`src/rtl/sp_ram_responder.sv`:
```
// Single-port RAM responder with a READ_LATENCY-deep read pipeline and per-access status pulses.
// Define SP_RAM_PARITY_EN to store an even-parity bit per word and report parity_err on reads.
module sp_ram_responder #(
    parameter int unsigned WIDTH        = 8,
    parameter int unsigned DEPTH        = 16,
    parameter int unsigned ADDR_W       = 4,
    parameter int unsigned READ_LATENCY = 1
) (
    input  logic              clk,
    input  logic              rst_n,
    input  logic              cs,
    input  logic              we,
    input  logic              oe,
    input  logic [ADDR_W-1:0] addr,
    input  logic [WIDTH-1:0]  data_in,
`ifdef SP_RAM_PARITY_EN
    input  logic              err_inject,
    output logic              parity_err,
`endif
    output logic [WIDTH-1:0]  data_out,
    output logic              rd_valid,
    output logic              wr_ack,
    output logic              addr_err
);

`ifdef SP_RAM_PARITY_EN
    localparam int unsigned MEM_W = WIDTH + 1;
`else
    localparam int unsigned MEM_W = WIDTH;
`endif
    // One extra bit so DEPTH == 2**ADDR_W does not wrap to zero.
    localparam logic [ADDR_W:0] DEPTH_EXT = (ADDR_W + 1)'(DEPTH);
    localparam int LAST = int'(READ_LATENCY) - 1;

    logic             in_range;
    logic             wr_fire;
    logic             rd_fire;
    logic [MEM_W-1:0] wr_word;
    logic [MEM_W-1:0] rd_word;
    logic [MEM_W-1:0] mem [DEPTH];

    assign in_range = ({1'b0, addr} < DEPTH_EXT);
    assign wr_fire  = cs && we && in_range;
    assign rd_fire  = cs && !we && oe && in_range;

`ifdef SP_RAM_PARITY_EN
    assign wr_word = {(^data_in) ^ err_inject, data_in};
`else
    assign wr_word = data_in;
`endif

    // Array contents survive reset.
    always_ff @(posedge clk) begin
        if (wr_fire) begin
            mem[addr] <= wr_word;
        end
    end

    assign rd_word = mem[addr];

    logic [READ_LATENCY-1:0] vld_q;
    logic [READ_LATENCY-1:0] vld_d;
    logic [MEM_W-1:0]        dat_q [READ_LATENCY];
    logic [MEM_W-1:0]        dat_d [READ_LATENCY];
    logic                    wr_ack_q;
    logic                    addr_err_q;

    always_comb begin
        vld_d[0] = rd_fire;
        dat_d[0] = rd_word;
        for (int i = 1; i < int'(READ_LATENCY); i++) begin
            vld_d[i] = vld_q[i-1];
            dat_d[i] = dat_q[i-1];
        end
    end

    always_ff @(posedge clk or negedge rst_n) begin
        if (!rst_n) begin
            vld_q      <= '0;
            wr_ack_q   <= 1'b0;
            addr_err_q <= 1'b0;
            for (int i = 0; i < int'(READ_LATENCY); i++) begin
                dat_q[i] <= '0;
            end
        end else begin
            vld_q      <= vld_d;
            wr_ack_q   <= wr_fire;
            addr_err_q <= cs && !in_range;
            for (int i = 0; i < int'(READ_LATENCY); i++) begin
                // The last stage doubles as the data_out holding register.
                if (i != LAST || vld_d[i]) begin
                    dat_q[i] <= dat_d[i];
                end
            end
        end
    end

`ifdef SP_RAM_PARITY_EN
    logic parity_err_q;

    // Parity is checked on the word entering the last stage so the flag lines up with rd_valid.
    always_ff @(posedge clk or negedge rst_n) begin
        if (!rst_n) begin
            parity_err_q <= 1'b0;
        end else begin
            parity_err_q <= vld_d[LAST] && (^dat_d[LAST]);
        end
    end

    assign parity_err = parity_err_q;
`endif

    assign rd_valid = vld_q[LAST];
    assign wr_ack   = wr_ack_q;
    assign addr_err = addr_err_q;
    assign data_out = oe ? dat_q[LAST][WIDTH-1:0] : '0;

endmodule

```
`config.mk`:
```
export PLATFORM = sky130hd
export DESIGN_NAME = sp_ram_responder
export DESIGN_NICKNAME = d
export VERILOG_FILES = /design/src/rtl/sp_ram_responder.sv
export SDC_FILE = /design/constraint.sdc
export NUM_CORES = 1
export LEC_CHECK = 0
export ABC_AREA = 1
export CORE_MARGIN = 8
export CORE_UTILIZATION = 54
export CTS_CLUSTER_SIZE = 28
export DETAILED_ROUTE_END_ITERATION = 8
export PLACE_DENSITY = 0.73
export SYNTH_ARGS = -nofsm -noshare
export SYNTH_HDL_FRONTEND = slang
export SYNTH_SLANG_ARGS = --single-unit
```
`constraint.sdc`:
```
create_clock -name clk -period 1.4 [get_ports clk]
set_input_delay 0.21 -clock clk [delete_from_list [all_inputs] [get_ports clk]]
set_output_delay 0.21 -clock clk [all_outputs]
set_load 0.005 [all_outputs]
```
==> flow_metrics.tcl, run 1 <==
set metrics [dict create \
    synth-seq-cells 138 \
    io_pins 28 \
    p_seq_share_pct 47.6 \
    drive_above_1_share_pct 16.2 \
    wl_per_cell_um 17.1 \
    die_w_um 119 \
    rows 37 \
    synthCells 545 \
    core_sq_mm 0.0103 \
    io_buffers 26 \
    yosysUniqueCellTypes 14 \
    grt_pass1_vias 4106 \
    start_util_pct 55.6 \
    route.detailed.drc 1 \
    final_area_sq_mm 0.00705 \
    place_hpwl_mm 8.47 \
    violations "DRC" \
    power_density_mw_per_mm2 1380 \
    final_cell_mix "nand2_1, edfxtp_1, buf_4" \
    cts_root_buf "clkbuf_8" \
    crit_family "buffers and inverters" \
    max_stage_delay_ns 0.50 \
    status "finished, violations left" \
    min_from "cs" \
    setup_tns_ns 0 \
    synth_top_cell_by_area "edfxtp_1" \
    period_share_pct 95.7 \
    grt_start_max_net_pins 25 \
    vias 4107 \
    ir_drop_v 0.000996 \
    timing.fmax_mhz 746 \
    crit_path_max_fanout 8 \
    dr.pass1.iters 9 \
    critPathKind "input port to flop" \
    fin_crit_ns 1.34 \
    die_h_um 119 \
    syn_area_sq_mm 0.00574 \
    yosysTopAreaCellShare_pct 66.9 \
    mostFrequentLayoutCell "nand2_1" \
    synth_nets 562 \
    path_clk_slew_ns 0.06 \
    synth_area_leaders "edfxtp_1, nand2_1, dfrtp_1" \
    avgSynthCellArea_sq_um 10.5 \
    htreeDepth 4 \
    clockBufferDepth 2 \
    cts_tree "built" \
    seq_area_frac_synth_pct 71.3 \
    critPathSlowestCell "clkdlybuf4s50_1" \
    final_antenna_net_count 0 \
    clock_latency_ns 0.52 \
    finalHoldViolCount 0 \
    rsz0062_at_grt "no" \
    slew_violations 0 \
    setup_viol 0 \
    worstSetupStartpointType "input port" \
    cts_buffers 17 \
    switching_share_pct 20.7 \
    nets 635 \
    antenna_cells 0 \
    crit_buf_inv 3 \
    placed_cell_area_sq_mm 0.00646 \
    timing.rr.start "mem[2][5]" \
    overflow 0 \
    critPathCaptureType "flop" \
    cp_data_arrival_time_ns 1.57 \
    crit_path_cell_trace "clkdlybuf4s50_1 > nand2_1 > inv_2 > nand3_1 > nor2_1 > buf_4" \
    syn2layout_area_growth_pct 22.7 \
    antenna_found_initial 0 \
    cap_violations 0 \
    pwr-share-clk_pct 45.1 \
    drt_iter0_markers 365 \
    yosysWarnings 0 \
    viasPerCell 5.35 \
    final.fill_count 735 \
    leakage_nw 2.93 \
    crit_start "we" \
    cp_data_required_time_ns 1.63 \
    intPower_w 0.00773 \
    clock_skew_ns 0.00413 \
    hp-class "input port to flop" \
    cts_sinks 138 \
    switchingPower_w 0.00202 \
    dieArea_sq_mm 0.0142 \
    comb_power_share_pct 7.3 \
    grt_pass1_wl_mm 21.3 \
    gp_congestion 0.896 \
    grtUsageTotal_pct 19.7 \
    routed_wirelength_mm 13.1 \
]
[metal layers]
layer	track usage (%)	vias up	routed length, um	share of wire [%]
met4	11.3	0	434	3.3
met1	24.7	1925	5450	41
met3	4.63	33	1060	8.1
li1	-	1946	-	-
met2	30.7	203	6200	47
met5	0	-	0	0
[synthesized netlist by cell type]
| cell | instances |
|---|---|
| clkbuf_1 | 4 |
| buf_2 | 16 |
| nand4_1 | 8 |
| buf_4 | 6 |
| dfrtp_1 | 10 |
| conb_1 | 1 |
| nor2_2 | 1 |
| nor2_1 | 43 |
| inv_1 | 15 |
| nand3_1 | 44 |
| inv_2 | 1 |
| edfxtp_1 | 128 |
| nand2_1 | 267 |
| clkinv_1 | 1 |
[flip-flops by register name, indices dropped and copies added, names as in the netlist]
register,count
mem,128
dat_q,8
rd_valid,1
wr_ack,1
[power by group through the flow]
| stage | clock network (W) | logic (W) | registers, W |
|---|---|---|---|
| CTS | 0.00446 | 0.000712 | 0.00464 |
| finish | 0.00440 | 0.000712 | 0.00464 |
| global placement | 0 | 0.000692 | 0.00472 |
| global route | 0.00463 | 0.000799 | 0.00465 |
| floorplan | 0 | 0.000356 | 0.00471 |
| detailed placement | 0 | 0.000706 | 0.00472 |
[repair_timing]
| item | in CTS | in global routing |
|---|---|---|
| endpoints found under the hold margin | 10 | 0 |
| hold buffers | 1 | 0 |
| buffers inserted | 3 | 0 |
| setup endpoints to repair | 10 | 35 |
| gates resized for setup | 32 | 4 |
| pin swaps | 6 | 0 |
| cloned | 0 | 0 |
[logic make-up after synthesis]
| group | after synthesis | synth area share (%) |
|---|---|---|
| buffers and inverters | 43 | 3.55 |
| flip-flops | 138 | 71.3 |
| other | 1 | 0.0653 |
| AND/OR/NAND/NOR | 363 | 25.1 |
[final timing paths]
path                                  end  slack (ns)  depth (start not counted)
worst max-delay path            mem[1][3]        0.06                          6
worst min-delay path               wr_ack        0.35                          3
worst max register to register   dat_q[5]        0.28                          8
worst min register to register   dat_q[3]        0.51                          2
max in group asynchronous        dat_q[7]        0.54                          2
min in group asynchronous        rd_valid        0.56                          2
[per-stage QoR]
stage               setup WS (ns)  hold slack, ns  std cells  util [%]  power, W
floorplan                  -0.102         -0.0856        545         -   0.00507
global placement           -0.385           0.491        731      62.6   0.00541
detailed placement         -0.422           0.503        731      62.6   0.00543
CTS                       -0.0409           0.345        767      68.3   0.00981
global route              0.00573           0.390        767      68.3    0.0101
finish                     0.0597           0.354        767      68.3   0.00975
[worst register-to-register path, cell delays in order (launching register included)]
cell and delay (ns):
edfxtp_1 0.37, nand2_1 0.08, nand2_1 0.05, nand2_1 0.09, nand2_1 0.10, nand2_1 0.08, nand3_1 0.08, nor2_1 0.12
nor2_1 0.05
[cell type report]
type | count | area [sq um] | share of cell area (%)
clock buffers | 17 | 414 | 5.88
clock inverters | 15 | 181 | 2.57
inverters | 17 | 63.8 | 0.906
well taps | 136 | 170 | 2.41
flip-flops and latches | 138 | 4090 | 58.1
multi-input cells | 364 | 1460 | 20.8
repair buffers | 80 | 659 | 9.36
(Power assumes the default switching activity.)
==> run 2: changes to the inputs <==
--- a/config.mk
+++ b/config.mk
@@ -6,6 +6,7 @@
 export NUM_CORES = 1
 export LEC_CHECK = 0
 export ABC_AREA = 1
+export CAP_MARGIN = 40
 export CORE_MARGIN = 8
 export CORE_UTILIZATION = 54
 export CTS_CLUSTER_SIZE = 28
==> results of run 2 <==
Final layout, timing and power as in run 1 (identical DEF).
==> run 3: changes to the inputs <==
--- a/config.mk
+++ b/config.mk
@@ -6,7 +6,6 @@
 export NUM_CORES = 1
 export LEC_CHECK = 0
 export ABC_AREA = 1
-export CAP_MARGIN = 40
 export CORE_MARGIN = 8
 export CORE_UTILIZATION = 54
 export CTS_CLUSTER_SIZE = 28
==> results of run 3 <==
Final layout, timing and power as in run 1 (identical DEF).
